$ cat config.mk
export PLATFORM = sky130hd
export DESIGN_NAME = alu_op_sequencer
export DESIGN_NICKNAME = d
export VERILOG_FILES = /design/src/rtl/alu_op_sequencer.sv
export SDC_FILE = /design/constraint.sdc
export NUM_CORES = 1
export LEC_CHECK = 0
export BUFFER_PORTS_ARGS = -buffer_cell sky130_fd_sc_hd__buf_2
export CAP_MARGIN = 30
export CORE_ASPECT_RATIO = 0.8
export CORE_MARGIN = 2
export CORE_UTILIZATION = 46
export DETAILED_ROUTE_END_ITERATION = 6
export MAX_ROUTING_LAYER = met4
export PLACE_DENSITY = 0.76
export SLEW_MARGIN = 20
export SYNTH_ARGS = -nofsm -noshare
export SYNTH_HDL_FRONTEND = slang
export SYNTH_SLANG_ARGS = --single-unit
$ cat constraint.sdc
create_clock -name clk -period 1.76 [get_ports clk]
set_input_delay 0.088 -clock clk [delete_from_list [all_inputs] [get_ports clk]]
set_output_delay 0.088 -clock clk [all_outputs]
set_load 0.01 [all_outputs]
$ cat src/rtl/alu_op_sequencer.sv
// Command initiator for the registered ALU units: issues one operation at a time,
// waits out the unit latency, captures the result and hands it back over valid/ready.
module alu_op_sequencer #(
   parameter int WIDTH   = 16,
   parameter int OPW     = 4,
   parameter int NUM_OPS = 8,
   parameter int LATENCY = 1,
   parameter int CNTW    = 16
) (
   input  logic             clk,
   input  logic             rst,
   input  logic             cmd_valid,
   output logic             cmd_ready,
   input  logic [OPW-1:0]   cmd_op,
   input  logic [WIDTH-1:0] cmd_a,
   input  logic [WIDTH-1:0] cmd_b,
   output logic [OPW-1:0]   alu_op,
   output logic [WIDTH-1:0] alu_a,
   output logic [WIDTH-1:0] alu_b,
   input  logic [WIDTH-1:0] alu_result,
   output logic             res_valid,
   input  logic             res_ready,
   output logic [WIDTH-1:0] res_data,
   output logic [OPW-1:0]   res_op,
   output logic             res_err,
   output logic [CNTW-1:0]  ops_done
);

   localparam logic [1:0] S_IDLE = 2'd0;
   localparam logic [1:0] S_WAIT = 2'd1;
   localparam logic [1:0] S_DONE = 2'd2;

   localparam logic [3:0]      LAT_CNT = 4'(LATENCY);
   localparam logic [CNTW-1:0] ONE_CNT = {{(CNTW-1){1'b0}}, 1'b1};

   logic [1:0]       state_q,    state_d;
   logic [3:0]       cnt_q,      cnt_d;
   logic [OPW-1:0]   alu_op_q,   alu_op_d;
   logic [WIDTH-1:0] alu_a_q,    alu_a_d;
   logic [WIDTH-1:0] alu_b_q,    alu_b_d;
   logic [WIDTH-1:0] res_data_q, res_data_d;
   logic [OPW-1:0]   res_op_q,   res_op_d;
   logic             res_err_q,  res_err_d;
   logic [CNTW-1:0]  ops_done_q, ops_done_d;

   function automatic logic op_legal(input logic [OPW-1:0] op);
      return int'(op) < NUM_OPS;
   endfunction

   always_comb begin
      state_d    = state_q;
      cnt_d      = cnt_q;
      alu_op_d   = alu_op_q;
      alu_a_d    = alu_a_q;
      alu_b_d    = alu_b_q;
      res_data_d = res_data_q;
      res_op_d   = res_op_q;
      res_err_d  = res_err_q;
      ops_done_d = ops_done_q;
      case (state_q)
         S_IDLE: begin
            if (cmd_valid) begin
               alu_op_d = cmd_op;
               alu_a_d  = cmd_a;
               alu_b_d  = cmd_b;
               res_op_d = cmd_op;
               if (op_legal(cmd_op)) begin
                  cnt_d   = LAT_CNT;
                  state_d = S_WAIT;
               end else begin
                  // Illegal opcodes never reach the units; report immediately.
                  res_data_d = '0;
                  res_err_d  = 1'b1;
                  state_d    = S_DONE;
               end
            end
         end
         S_WAIT: begin
            if (cnt_q == 4'd0) begin
               res_data_d = alu_result;
               res_err_d  = 1'b0;
               state_d    = S_DONE;
            end else begin
               cnt_d = cnt_q - 4'd1;
            end
         end
         S_DONE: begin
            if (res_ready) begin
               ops_done_d = ops_done_q + ONE_CNT;
               state_d    = S_IDLE;
            end
         end
         default: state_d = S_IDLE;
      endcase
   end

   always_ff @(posedge clk) begin
      if (rst) begin
         state_q    <= S_IDLE;
         cnt_q      <= '0;
         alu_op_q   <= '0;
         alu_a_q    <= '0;
         alu_b_q    <= '0;
         res_data_q <= '0;
         res_op_q   <= '0;
         res_err_q  <= 1'b0;
         ops_done_q <= '0;
      end else begin
         state_q    <= state_d;
         cnt_q      <= cnt_d;
         alu_op_q   <= alu_op_d;
         alu_a_q    <= alu_a_d;
         alu_b_q    <= alu_b_d;
         res_data_q <= res_data_d;
         res_op_q   <= res_op_d;
         res_err_q  <= res_err_d;
         ops_done_q <= ops_done_d;
      end
   end

   assign cmd_ready = (state_q == S_IDLE);
   assign res_valid = (state_q == S_DONE);
   assign alu_op    = alu_op_q;
   assign alu_a     = alu_a_q;
   assign alu_b     = alu_b_q;
   assign res_data  = res_data_q;
   assign res_op    = res_op_q;
   assign res_err   = res_err_q;
   assign ops_done  = ops_done_q;

endmodule

### Word-level counts from Yosys, hierarchy flattened

Cells that the tools add are included.

* input port bits: 56
* flip-flop bits (word level): 75
* output and inout bits: 75

* eq/ne operators: 8
* $lt $le $gt $ge: 1
* multiplexer cells: 17
* reduce and logical (&&, ||, !) cells: 8
* $add $sub $neg: 2

Operators with widths (number)
* two-way mux 16 bit: 3
* one-hot mux 16 bit (2 select lines): 1
* adder 16 x 1 -> 16 bit, second input constant: 1
* two-way mux 4 bit: 3
* two-way mux 2 bit: 4
* inequality test 2 bit, second input constant: 4
* one-hot mux 4 bit (2 select lines): 1
* AND reduction 4 bit: 2
* one-hot mux 2 bit (3 select lines): 1
* zero test 4 bit: 1
* < comparator 4 bit, second input constant: 1
* inequality test 2 x 1 -> 1 bit, second input constant: 2
* AND reduction 2 bit: 2
* subtractor 4 x 1 -> 4 bit, second input constant: 1
* two-way mux 1 bit: 3
* AND reduction 3 bit: 1
* equality test 2 x 1 -> 1 bit, second input constant: 1
* equality test 2 bit, second input constant: 1
* zero test 2 bit: 1
* one-hot mux 1 bit (2 select lines): 1
* nonzero test 2 bit: 1

### Logic depth before layout (Yosys ltp)

Gate-level depths: netlist of run 1.

* word-level depth: 4
* depth in mapped cells: 8

### Worst setup path after synthesis of run 1

OpenSTA, ideal clock, no wires.

* path kind: reg-to-reg
* start: reg cnt_q[0]
* end: reg res_data_q[8], in the netlist res_data[8]
* data arrival time: 1.511 ns
* setup slack: 0.184 ns
* period minus slack after synthesis: 1.576 ns
* cell stages (with the launch flop): 9
* buffers on the path: 2
* cells stage by stage: dfxtp_1 > inv_1 > ha_1 > or3b_1 > clkbuf_1 > nor2_4 > buf_4 > a22oi_1 > nor2_1

* longest elaborated chain between the ends: 3

RTL lines
* start: declaration: RTL line 37 `logic [3:0] cnt_q, cnt_d;`
* start signal: assignment: RTL line 110 `cnt_q <= cnt_d;`
* zero test 4 bit: RTL line 79 `if (cnt_q == 4'd0) begin`
* inequality test 2 bit (no line)
* AND reduction 4 bit (no line)
* end signal: assignment: RTL line 114 `res_data_q <= res_data_d;`
* end: declaration: RTL line 41 `logic [WIDTH-1:0] res_data_q, res_data_d;`

No other way between the ends.
A chain may end at the register's enable or synchronous reset.

### Worst setup path in the final report of run 1

* start: reg cnt_q[0]
* end: reg res_data_q[14], in the netlist res_data[14]

Same word-level chain as after synthesis.

==> impl_metrics.xml, run 1 <==
<?xml version="1.0" encoding="UTF-8"?>
<metrics>
  <group name="synth">
    <metric name="synthesis.yosys.warnings" unit="">0</metric>
    <metric name="mappedNetlistNets" unit="">403</metric>
    <metric name="synthDistinctLibCells" unit="">36</metric>
    <metric name="synth_seq_area_share" unit="">0.5148</metric>
    <metric name="cell_area_after_technology_mapping" unit="sq um">2917</metric>
    <metric name="synth-edff-count" unit="">0</metric>
    <metric name="ys_ff_latch" unit="">75</metric>
    <metric name="main_combinational_cell_family_by_area_after_synthesis" unit="">simple AND/OR/NAND/NOR gates</metric>
    <metric name="synthesis.area_per_instance" unit="sq um">8.478</metric>
    <metric name="ys_dominant_reg_cell" unit="">sky130_fd_sc_hd__dfxtp_1</metric>
    <metric name="synth-async-reset-ratio" unit="">0</metric>
    <metric name="synthesized_instance_count" unit="">344</metric>
    <metric name="synth_compound_area_frac" unit="">0.1514</metric>
    <metric name="yosys.area_share.xor_xnor" unit="">0.02703</metric>
    <metric name="multiplexer_fraction_of_the_synthesized_cell_area" unit="">0.007293</metric>
    <metric name="fraction_of_the_mapped_netlist_area_in_simple_logic_gates" unit="">0.2415</metric>
    <metric name="yosys.area_share.adder" unit="">0.01287</metric>
  </group>
  <group name="cts">
    <metric name="cts.root.buffer_cell" unit="">sky130_fd_sc_hd__clkbuf_8</metric>
    <metric name="number_of_buffers_between_clock_root_and_the_deepest_sink" unit="">2</metric>
    <metric name="cts_buffers" unit="">9</metric>
    <metric name="clock-sinks" unit="">75</metric>
    <metric name="clk-insertion-delay-late" unit="ns">0.33</metric>
    <metric name="cts.reportedPaths.clkPinSlew" unit="ns">0.08</metric>
    <metric name="clock_h_tree_levels" unit="">3</metric>
    <metric name="tritoncts" unit="">built</metric>
  </group>
  <group name="route">
    <metric name="drt_first_iter_violations" unit="">165</metric>
    <metric name="antenna_violating_nets_post_route" unit="">0</metric>
    <metric name="avgViaCountPerCell" unit="">5.091</metric>
    <metric name="num_vias" unit="">3080</metric>
    <metric name="detail_route.wirelength" unit="microns">8510</metric>
    <metric name="drt-pass1-iter-count" unit="">4</metric>
    <metric name="drt-wirelength-per-cell" unit="microns">14.07</metric>
    <metric name="drcViolationCount" unit="">0</metric>
  </group>
  <group name="placed_design">
    <metric name="finalWeightedCongestion" unit="">0.7861</metric>
    <metric name="post-place-ws" unit="ns">-0.03745</metric>
    <metric name="post_dp_cell_area" unit="sq um">3642</metric>
    <metric name="port_buffers" unit="">130</metric>
    <metric name="place_inst" unit="">539</metric>
    <metric name="dp.final_hpwl" unit="microns">5008</metric>
  </group>
  <group name="die">
    <metric name="rows" unit="">25</metric>
    <metric name="die_outline_area" unit="sq um">6997</metric>
    <metric name="dieWidth" unit="microns">93.03</metric>
    <metric name="coreArea" unit="sq um">6006</metric>
    <metric name="dieHeight" unit="microns">75.22</metric>
    <metric name="boundaryPins" unit="">131</metric>
    <metric name="start_util" unit="">0.4856</metric>
  </group>
  <group name="timing">
    <metric name="fin_setup_tns" unit="ns">0</metric>
    <metric name="fmaxAchievable" unit="MHz">615.4</metric>
    <metric name="grt_setup_unrepaired" unit="">false</metric>
    <metric name="timing.slew.headroom" unit="">0.6986</metric>
    <metric name="worst_slew_pin_slew" unit="ns">0.4521</metric>
    <metric name="fin_worst_skew" unit="ns">0.008271</metric>
    <metric name="layout_worst_path_cycle_share" unit="">0.9233</metric>
    <metric name="final.min_clock_period" unit="ns">1.625</metric>
    <metric name="final_max_slew_viol_count" unit="">0</metric>
    <metric name="setup_viol_count_final" unit="">0</metric>
    <metric name="timing.final.ws_setup" unit="ns">0.1350</metric>
    <metric name="hold_violation_count_in_the_final_report" unit="">0</metric>
  </group>
  <group name="critical_path">
    <metric name="number_of_cells_on_the_worst_reg_to_reg_path" unit="">7</metric>
    <metric name="worst_setup_path_start_kind" unit="">register</metric>
    <metric name="reg2reg_from" unit="">cnt_q[0]</metric>
    <metric name="critical_path_fanout_max" unit="">16</metric>
    <metric name="worst-path-stages" unit="">7</metric>
    <metric name="critical_path_arrival" unit="ns">1.89</metric>
    <metric name="rr_endpoint" unit="">res_data[14]</metric>
    <metric name="critPathSlowestCell" unit="">sky130_fd_sc_hd__or3b_4</metric>
    <metric name="timing.critical_path.from" unit="">cnt_q[0]</metric>
    <metric name="path_buf_inv" unit="">2</metric>
    <metric name="critical_path_end_type" unit="">register</metric>
    <metric name="end_of_the_critical_path" unit="">res_data[14]</metric>
    <metric name="worst-endpoint-required" unit="ns">2.03</metric>
    <metric name="worst-setup-path-type" unit="">reg2reg</metric>
    <metric name="critical-path-top-delay-family" unit="">simple AND/OR/NAND/NOR gates</metric>
    <metric name="cp_cell_sequence" unit="">inv_1 -&gt; ha_1 -&gt; or3b_4 -&gt; nor2_4 -&gt; buf_12 -&gt; a22oi_1 -&gt; nor2_1</metric>
    <metric name="reg2reg_slack" unit="ns">0.13</metric>
    <metric name="crit_path_max_incr_delay" unit="ns">0.43</metric>
  </group>
  <group name="power">
    <metric name="peakVddDrop" unit="mV">0.7382</metric>
    <metric name="pwr_density_cell" unit="nW/um^2">885.4</metric>
    <metric name="total_leakage_power" unit="nW">1.994</metric>
  </group>
  <group name="grt">
    <metric name="grt_first_pass_wirelength" unit="microns">13340</metric>
    <metric name="antenna_found_initial" unit="">0</metric>
    <metric name="grt_start_max_net_pins" unit="">37</metric>
    <metric name="via_count_of_the_first_global_routing_pass" unit="">2908</metric>
    <metric name="gr_usage_total" unit="">0.2525</metric>
    <metric name="grt_overflow" unit="">0</metric>
  </group>
  <group name="hold_path">
    <metric name="whs_path_depth" unit="">3</metric>
    <metric name="hold_path_startpoint" unit="">alu_result[1]</metric>
    <metric name="min-delay-path-class" unit="">in2reg</metric>
  </group>
  <group name="run">
    <metric name="cap_violations" unit="">0</metric>
  </group>
  <group name="outcome">
    <metric name="result_of_the_run" unit="">completed</metric>
  </group>
  <group name="layout">
    <metric name="final_cell_mix" unit="">sky130_fd_sc_hd__buf_2 (130), sky130_fd_sc_hd__nand2_1 (81), sky130_fd_sc_hd__dfxtp_1 (74)</metric>
    <metric name="syn_to_final_growth" unit="%">50.45</metric>
    <metric name="antenna_cells_inserted" unit="">0</metric>
    <metric name="layout.nets" unit="">578</metric>
    <metric name="cell_count_final_fillers_out" unit="">605</metric>
    <metric name="fraction_of_final_layout_cells_with_drive_strength_greater_than_1" unit="">0.3168</metric>
    <metric name="stdcell_area" unit="sq um">4388</metric>
    <metric name="mostFrequentLayoutCell" unit="">sky130_fd_sc_hd__buf_2</metric>
  </group>
</metrics>
metal layers:
metal / vias up / track usage / routed length [microns]
li1: 1516 / - / -
met3: 14 / 0.06807 / 441
met4: 0 / 0.08333 / 159
met5: - / - / 0
met2: 104 / 0.4428 / 4434
met1: 1446 / 0.2847 / 3475
what timing repair did:
action | CTS | global route
resized for setup | 0 | 3
setup buffers | 1 | 0
endpoints found under the setup margin | 6 | 16
hold buffers | 49 | 0
pin swaps | 1 | 0
cloned | 0 | 0
endpoints found under the hold margin | 49 | 0
synth_stat cells, drive strengths merged (5+ instances only):
| master | number | area, sq um |
|---|---|---|
| nor3 | 8 | 40.04 |
| xnor2 | 7 | 61.31 |
| nand2 | 81 | 304.0 |
| dfxtp | 75 | 1501 |
| clkbuf | 12 | 45.04 |
| or3 | 5 | 31.28 |
| o21ai | 6 | 30.03 |
| a22oi | 18 | 140.1 |
| buf | 12 | 71.31 |
| nor2 | 31 | 123.9 |
| a21oi | 49 | 245.2 |
area by class of cell:
class | count | area (sq um)
clock buffer | 10 | 137.6
timing repair buffer | 188 | 1246
sequential | 75 | 1503
inverter | 4 | 15.01
tap | 81 | 101.3
clock inverter | 6 | 88.84
multi-input combinational | 241 | 1296
fill | 458 | 1618
worst min-delay path by stage:
| stage | to | slack (ns) |
|---|---|---|
| after floorplan | cnt_q[2] | 0.18 |
| after global placement | alu_a[6] | 0.33 |
| after detailed placement | alu_b[3] | 0.33 |
| after CTS | res_data[1] | 0.002 |
| after global routing | res_data[1] | 0.03 |
| final | res_data[1] | 0.02 |
worst register-to-register path: stages (launching register included):
cell and delay, ns:
sky130_fd_sc_hd__dfxtp_1 0.33, sky130_fd_sc_hd__inv_1 0.11, sky130_fd_sc_hd__ha_1 0.18, sky130_fd_sc_hd__or3b_4 0.43
sky130_fd_sc_hd__nor2_4 0.14, sky130_fd_sc_hd__buf_12 0.15, sky130_fd_sc_hd__a22oi_1 0.10, sky130_fd_sc_hd__nor2_1 0.12
power breakdown:
part           total (W)  switching [W]  leakage (nW)  internal [W]
registers        0.00183      0.0000544         0.612       0.00178
clock network    0.00146       0.000620         0.108      0.000837
logic           0.000597       0.000309          1.27      0.000287
total            0.00389       0.000984          1.99       0.00290
per-stage QoR:
step / hold slack [ns] / power [W] / util
floorplan: 0.1777 / 0.002141 / -
global placement: 0.3276 / 0.002337 / 0.6065
detailed placement: 0.3329 / 0.002351 / 0.6065
CTS: 0.001665 / 0.003910 / 0.7292
global route: 0.03451 / 0.004056 / 0.7306
finish: 0.01643 / 0.003885 / 0.7306
cells by family after synthesis:
family                     after synthesis
buffers and inverters                   28
adders and majority gates                3
AOI/OAI and AO/OA                       76
xor gates and xnor gates                 9
DFF                                     75
muxes                                    2
and+or+nand+nor                        151
registers in the layout, indices dropped and copies added, names as in the netlist:
signal / flops
alu_a: 16
alu_b: 16
cnt_q: 4
ops_done: 16
res_data: 16
res_err: 1
res_op: 4
state_q: 2
Note: power is estimated with default switching activity, not from simulation.
==> inputs of run 2 (changes only) <==
--- a/config.mk
+++ b/config.mk
@@ -10,9 +10,11 @@
 export CORE_ASPECT_RATIO = 0.8
 export CORE_MARGIN = 2
 export CORE_UTILIZATION = 46
+export CTS_CLUSTER_SIZE = 8
 export DETAILED_ROUTE_END_ITERATION = 6
 export MAX_ROUTING_LAYER = met4
 export PLACE_DENSITY = 0.76
+export RECOVER_POWER = 25
 export SLEW_MARGIN = 20
 export SYNTH_ARGS = -nofsm -noshare
 export SYNTH_HDL_FRONTEND = slang
==> run 2 against run 1 <==
Clock power barely moved. Sequential power barely moved. Via count fell by 0.19%. Cell count did not move. Highest routed layer unchanged. Wire length rose by 0.19%. Hold slack improved by 0.00064 ns. Flip-flop and latch count did not move. Total power fell by 0.34%.
==> impl_metrics.xml, run 2 (synthesis results as in run 1) <==
<?xml version="1.0" encoding="UTF-8"?>
<metrics>
  <group name="outcome">
    <metric name="result_of_the_run" unit="">completed</metric>
  </group>
  <group name="die">
    <metric name="boundaryPins" unit="">131</metric>
    <metric name="die_outline_area" unit="sq um">6997</metric>
    <metric name="dieHeight" unit="microns">75.22</metric>
    <metric name="rows" unit="">25</metric>
    <metric name="coreArea" unit="sq um">6006</metric>
    <metric name="dieWidth" unit="microns">93.03</metric>
    <metric name="start_util" unit="">0.4856</metric>
  </group>
  <group name="timing">
    <metric name="setup_viol_count_final" unit="">0</metric>
    <metric name="hold_violation_count_in_the_final_report" unit="">0</metric>
    <metric name="timing.slew.headroom" unit="">0.7024</metric>
    <metric name="timing.final.ws_setup" unit="ns">0.1341</metric>
    <metric name="layout_worst_path_cycle_share" unit="">0.9238</metric>
    <metric name="fin_worst_skew" unit="ns">0.008240</metric>
    <metric name="final.min_clock_period" unit="ns">1.626</metric>
    <metric name="fin_setup_tns" unit="ns">0</metric>
    <metric name="grt_setup_unrepaired" unit="">false</metric>
    <metric name="fmaxAchievable" unit="MHz">615.1</metric>
    <metric name="worst_slew_pin_slew" unit="ns">0.4464</metric>
    <metric name="final_max_slew_viol_count" unit="">0</metric>
  </group>
  <group name="critical_path">
    <metric name="worst-setup-path-type" unit="">reg2reg</metric>
    <metric name="timing.critical_path.from" unit="">cnt_q[0]</metric>
    <metric name="worst-endpoint-required" unit="ns">2.03</metric>
    <metric name="critical_path_fanout_max" unit="">16</metric>
    <metric name="critical_path_arrival" unit="ns">1.89</metric>
    <metric name="reg2reg_from" unit="">cnt_q[0]</metric>
    <metric name="worst_setup_path_start_kind" unit="">register</metric>
    <metric name="critical_path_end_type" unit="">register</metric>
  </group>
  <group name="layout">
    <metric name="postLayoutCoreUtil" unit="">0.7229</metric>
    <metric name="mostFrequentLayoutCell" unit="">sky130_fd_sc_hd__buf_2</metric>
    <metric name="syn_to_final_growth" unit="%">48.86</metric>
    <metric name="multi_input_comb_area" unit="sq um">1296</metric>
    <metric name="antenna_cells_inserted" unit="">0</metric>
    <metric name="fraction_of_final_layout_cells_with_drive_strength_greater_than_1" unit="">0.2462</metric>
    <metric name="stdcell_area" unit="sq um">4342</metric>
    <metric name="final_cell_mix" unit="">sky130_fd_sc_hd__buf_2 (93), sky130_fd_sc_hd__nand2_1 (81), sky130_fd_sc_hd__dfxtp_1 (74)</metric>
    <metric name="fill_cells" unit="">485</metric>
    <metric name="layout.nets" unit="">578</metric>
    <metric name="area.sequential" unit="sq um">1503</metric>
  </group>
  <group name="grt">
    <metric name="via_count_of_the_first_global_routing_pass" unit="">2908</metric>
    <metric name="grt_start_max_net_pins" unit="">37</metric>
    <metric name="grt_overflow" unit="">0</metric>
    <metric name="gr_usage_total" unit="">0.2525</metric>
    <metric name="grt_first_pass_wirelength" unit="microns">13340</metric>
    <metric name="antenna_found_initial" unit="">0</metric>
  </group>
  <group name="run">
    <metric name="cap_violations" unit="">0</metric>
  </group>
  <group name="power">
    <metric name="pwr_density_cell" unit="nW/um^2">891.8</metric>
    <metric name="peakVddDrop" unit="mV">0.7369</metric>
    <metric name="total_leakage_power" unit="nW">1.843</metric>
  </group>
  <group name="cts">
    <metric name="cts_buffers" unit="">9</metric>
    <metric name="cts.reportedPaths.clkPinSlew" unit="ns">0.08</metric>
    <metric name="number_of_buffers_between_clock_root_and_the_deepest_sink" unit="">2</metric>
    <metric name="tritoncts" unit="">built</metric>
    <metric name="clock-sinks" unit="">75</metric>
    <metric name="cts.root.buffer_cell" unit="">sky130_fd_sc_hd__clkbuf_8</metric>
    <metric name="clk-insertion-delay-late" unit="ns">0.33</metric>
    <metric name="clock_h_tree_levels" unit="">3</metric>
  </group>
  <group name="placed_design">
    <metric name="finalWeightedCongestion" unit="">0.7861</metric>
    <metric name="post_dp_cell_area" unit="sq um">3642</metric>
    <metric name="port_buffers" unit="">130</metric>
    <metric name="dp.final_hpwl" unit="microns">5008</metric>
    <metric name="post-place-ws" unit="ns">-0.03745</metric>
  </group>
  <group name="route">
    <metric name="drt-wirelength-per-cell" unit="microns">14.09</metric>
    <metric name="drcViolationCount" unit="">0</metric>
    <metric name="detail_route.wirelength" unit="microns">8526</metric>
    <metric name="antenna_violating_nets_post_route" unit="">0</metric>
    <metric name="drt-pass1-iter-count" unit="">5</metric>
    <metric name="drt_first_iter_violations" unit="">166</metric>
    <metric name="num_vias" unit="">3074</metric>
    <metric name="avgViaCountPerCell" unit="">5.081</metric>
  </group>
  <group name="hold_path">
    <metric name="hold_path_startpoint" unit="">alu_result[1]</metric>
    <metric name="min-delay-path-class" unit="">in2reg</metric>
  </group>
</metrics>
## run 2: changes by cell type in the layout (fill, tap and decap cells not counted)
cell                       before  now
sky130_fd_sc_hd__buf_2        130   93
sky130_fd_sc_hd__clkbuf_1       0   37
## run 2: area by class of cell
cell class | instances | area share
multi-input combinational | 241 | 0.2986
clock buffer | 10 | 0.03170
timing repair buffer | 188 | 0.2764
tap | 81 | 0.02334
clock inverter | 6 | 0.02046
inverter | 4 | 0.003458
sequential | 75 | 0.3461
## run 2: final timing paths
path                       end  slack, ns  depth (start not counted)
setup / recovery  res_data[14]       0.13                          7
hold / removal     res_data[1]       0.02                          3
setup reg to reg  res_data[14]       0.13                          7
hold reg to reg       alu_b[5]       0.46                          2
## run 2: critical path, stage by stage, from the launching register on
cell and delay, ns:
sky130_fd_sc_hd__dfxtp_1 0.33, sky130_fd_sc_hd__inv_1 0.11, sky130_fd_sc_hd__ha_1 0.18, sky130_fd_sc_hd__or3b_4 0.43, sky130_fd_sc_hd__nor2_4 0.14, sky130_fd_sc_hd__buf_12 0.15, sky130_fd_sc_hd__a22oi_1 0.10, sky130_fd_sc_hd__nor2_1 0.12
## run 2: power breakdown
part	internal [W]	switching [W]	leakage, nW
Clock	0.000837	0.000618	0.108
Sequential	0.00178	0.0000561	0.612
Combinational	0.000274	0.000309	1.12
## run 2: metal layers
layer / up-vias / wire length [microns] / global-route usage
met2: 104 / 4462 / 0.4428
met5: - / 0 / -
met3: 14 / 449 / 0.06807
li1: 1516 / - / -
met4: 0 / 167 / 0.08333
met1: 1440 / 3446 / 0.2847
## run 2: stage by stage
step | instances | hold WS, ns | total power (W)
final | 605 | 0.01707 | 0.003872
after global routing | 605 | 0.03451 | 0.004044
after detailed placement | 539 | 0.3329 | 0.002351
after global placement | 539 | 0.3276 | 0.002337
after CTS | 605 | 0.001665 | 0.003910
after floorplan | 344 | 0.1777 | 0.002141
## run 2: what timing repair did
item	4_1_cts	5_1_grt
buffers inserted	1	0
hold buffers	49	0
gates resized for setup	0	3
endpoints found under the setup margin	6	16
hold endpoints to repair	49	0
pin swaps	1	0
==> inputs of run 3 (changes only) <==
--- a/config.mk
+++ b/config.mk
@@ -9,11 +9,9 @@
 export CAP_MARGIN = 30
 export CORE_ASPECT_RATIO = 0.8
 export CORE_MARGIN = 2
-export CORE_UTILIZATION = 46
+export CORE_UTILIZATION = 35
 export CTS_CLUSTER_SIZE = 8
 export DETAILED_ROUTE_END_ITERATION = 6
-export MAX_ROUTING_LAYER = met4
-export PLACE_DENSITY = 0.76
 export RECOVER_POWER = 25
 export SLEW_MARGIN = 20
 export SYNTH_ARGS = -nofsm -noshare
==> run 3 against run 2 <==
Register-to-register slack improved by 0.04 ns. Global-route usage fell by 7.7 points. Non-clock buffer count is 1 higher. Final area rose by 0.98%. Count of clock-buffer cells in the layout rose by 1. Core utilization shrank 18 points. Die area is 30% higher. First-iteration DRC count shrank 7.8%. Combinational power down 3%. Sequential power about the same. Clock power hardly changed.
==> impl_metrics.xml, run 3 (synthesis results as in run 1) <==
<?xml version="1.0" encoding="UTF-8"?>
<metrics>
  <group name="grt">
    <metric name="grt_start_max_net_pins" unit="">53</metric>
    <metric name="grt_first_pass_wirelength" unit="microns">12820</metric>
    <metric name="via_count_of_the_first_global_routing_pass" unit="">2836</metric>
    <metric name="antenna_found_initial" unit="">0</metric>
    <metric name="gr_usage_total" unit="">0.1752</metric>
    <metric name="grt_overflow" unit="">0</metric>
  </group>
  <group name="layout">
    <metric name="final_cell_mix" unit="">sky130_fd_sc_hd__buf_2 (93), sky130_fd_sc_hd__nand2_1 (81), sky130_fd_sc_hd__dfxtp_1 (74)</metric>
    <metric name="fraction_of_final_layout_cells_with_drive_strength_greater_than_1" unit="">0.2443</metric>
    <metric name="layout.nets" unit="">579</metric>
    <metric name="cell_count_final_fillers_out" unit="">632</metric>
    <metric name="syn_to_final_growth" unit="%">50.32</metric>
    <metric name="mostFrequentLayoutCell" unit="">sky130_fd_sc_hd__buf_2</metric>
    <metric name="antenna_cells_inserted" unit="">0</metric>
  </group>
  <group name="timing">
    <metric name="hold_violation_count_in_the_final_report" unit="">0</metric>
    <metric name="timing.slew.headroom" unit="">0.6722</metric>
    <metric name="final_max_slew_viol_count" unit="">0</metric>
    <metric name="layout_worst_path_cycle_share" unit="">0.8985</metric>
    <metric name="grt_setup_unrepaired" unit="">false</metric>
    <metric name="final.min_clock_period" unit="ns">1.581</metric>
    <metric name="setup_viol_count_final" unit="">0</metric>
    <metric name="hold-worst-slack" unit="ns">0.02531</metric>
    <metric name="fin_worst_skew" unit="ns">0.009503</metric>
    <metric name="worst_slew_pin_slew" unit="ns">0.4917</metric>
    <metric name="fmaxAchievable" unit="MHz">632.4</metric>
  </group>
  <group name="power">
    <metric name="switching_share" unit="">0.2459</metric>
    <metric name="total_power" unit="W">0.003869</metric>
    <metric name="combinationalPowerShare" unit="">0.146</metric>
    <metric name="peakVddDrop" unit="mV">0.4945</metric>
    <metric name="power.sequential.fraction" unit="">0.473</metric>
    <metric name="cell_internal_power" unit="W">0.002918</metric>
    <metric name="total_leakage_power" unit="nW">1.853</metric>
    <metric name="pwr_density_cell" unit="nW/um^2">882.6</metric>
    <metric name="p_switching" unit="W">0.0009514</metric>
    <metric name="power.clock.fraction" unit="">0.381</metric>
  </group>
  <group name="die">
    <metric name="rows" unit="">29</metric>
    <metric name="start_util" unit="">0.3637</metric>
    <metric name="boundaryPins" unit="">131</metric>
    <metric name="die_outline_area" unit="sq um">9084</metric>
    <metric name="dieHeight" unit="microns">85.65</metric>
    <metric name="coreArea" unit="sq um">8019</metric>
    <metric name="dieWidth" unit="microns">106.1</metric>
  </group>
  <group name="critical_path">
    <metric name="critical_path_fanout_max" unit="">7</metric>
    <metric name="worst-setup-path-type" unit="">reg2reg</metric>
    <metric name="reg2reg_from" unit="">ops_done[3]</metric>
    <metric name="cp_cell_sequence" unit="">nand3_1 -&gt; or3_1 -&gt; or3_1 -&gt; a21oi_1</metric>
    <metric name="timing.critical_path.from" unit="">ops_done[3]</metric>
    <metric name="critical_path_end_type" unit="">register</metric>
    <metric name="worst-endpoint-required" unit="ns">2.02</metric>
    <metric name="critPathSlowestCell" unit="">sky130_fd_sc_hd__or3_1</metric>
    <metric name="most_common_cell_on_crit_path" unit="">sky130_fd_sc_hd__or3_1</metric>
    <metric name="worst_setup_path_start_kind" unit="">register</metric>
    <metric name="critical_path_arrival" unit="ns">1.84</metric>
    <metric name="crit_path_max_incr_delay" unit="ns">0.45</metric>
  </group>
  <group name="cts">
    <metric name="clock_h_tree_levels" unit="">3</metric>
    <metric name="cts.root.buffer_cell" unit="">sky130_fd_sc_hd__clkbuf_8</metric>
    <metric name="clock-sinks" unit="">75</metric>
    <metric name="tritoncts" unit="">built</metric>
    <metric name="cts_buffers" unit="">9</metric>
    <metric name="cts.reportedPaths.clkPinSlew" unit="ns">0.08</metric>
    <metric name="number_of_buffers_between_clock_root_and_the_deepest_sink" unit="">2</metric>
    <metric name="clk-insertion-delay-late" unit="ns">0.34</metric>
  </group>
  <group name="route">
    <metric name="drt-pass1-iter-count" unit="">4</metric>
    <metric name="detail_route.wirelength" unit="microns">7757</metric>
    <metric name="routed.top_layer" unit="">met4</metric>
    <metric name="route.met2.wl" unit="microns">3705</metric>
    <metric name="detailroute.wirelength.met3" unit="microns">523</metric>
    <metric name="wl_met1" unit="microns">3460</metric>
    <metric name="antenna_violating_nets_post_route" unit="">0</metric>
    <metric name="drt-wirelength-per-cell" unit="microns">12.27</metric>
    <metric name="num_vias" unit="">2952</metric>
    <metric name="drt_first_iter_violations" unit="">153</metric>
    <metric name="avgViaCountPerCell" unit="">4.671</metric>
    <metric name="drcViolationCount" unit="">0</metric>
  </group>
  <group name="placed_design">
    <metric name="finalWeightedCongestion" unit="">0.7555</metric>
    <metric name="dp.final_hpwl" unit="microns">5107</metric>
    <metric name="port_buffers" unit="">130</metric>
    <metric name="place_inst" unit="">564</metric>
  </group>
  <group name="run">
    <metric name="cap_violations" unit="">0</metric>
  </group>
  <group name="hold_path">
    <metric name="hold_path_startpoint" unit="">alu_result[14]</metric>
    <metric name="min-delay-path-class" unit="">in2reg</metric>
  </group>
  <group name="outcome">
    <metric name="result_of_the_run" unit="">completed</metric>
  </group>
</metrics>
[run 3: worst max-delay path: cells and delay by family (launching register included)]
kind             cells  cell delay (ns)
AND/OR/NAND/NOR      3             0.95
AO/OA/AOI/OAI        1             0.14
flip-flops           1             0.42
[run 3: final timing paths]
check | endpoint | slack [ns] | depth (start not counted)
max | ops_done[13] | 0.18 | 4
min | res_data[14] | 0.03 | 3
max reg2reg | ops_done[13] | 0.18 | 4
min reg2reg | alu_b[13] | 0.45 | 2
[run 3: metrics by stage]
stage / setup TNS (ns) / util / cell area (sq um) / worst slack (ns)
finish: 0 / 0.5467 / 4384 / 0.1787
global route: 0 / 0.5467 / 4384 / 0.02218
CTS: 0 / 0.5489 / 4402 / 0.02456
detailed placement: -0.1295 / 0.4565 / 3661 / -0.04505
global placement: 0 / 0.4565 / 3661 / 0.01340
floorplan: 0 / - / 2917 / 0.1840
[run 3: power by group through the flow]
| stage | combinational (W) | clock, W | sequential [W] |
|---|---|---|---|
| after floorplan | 0.000250 | 0 | 0.00189 |
| after global placement | 0.000472 | 0 | 0.00186 |
| after detailed placement | 0.000479 | 0 | 0.00187 |
| after CTS | 0.000573 | 0.00153 | 0.00183 |
| after global routing | 0.000627 | 0.00160 | 0.00184 |
| final | 0.000565 | 0.00147 | 0.00183 |
[run 3: layout make-up]
type,count,area [sq um]
Timing Repair Buffer,189,1210
Clock inverter,4,73.82
Fill cell,780,3635
Clock buffer,11,151.4
Multi-Input combinational cell,241,1296
Sequential cell,75,1503
Tap cell,108,135.1
Inverter,4,15.01
[run 3: metal layers]
layer | global-route usage | vias to the layer above
li1 | - | 1519
met1 | 0.2121 | 1334
met2 | 0.2915 | 91
met3 | 0.06003 | 8
met4 | 0.06340 | 0
met5 | 0 | -
[run 3: repair_timing]
action                     in CTS  in global routing
hold buffers                   50                  0
pin swaps                       1                  1
setup endpoints to repair      11                 21
gates resized for setup         0                  3
gates cloned                    0                  0
buffers inserted                2                  1
hold endpoints to repair       50                  0
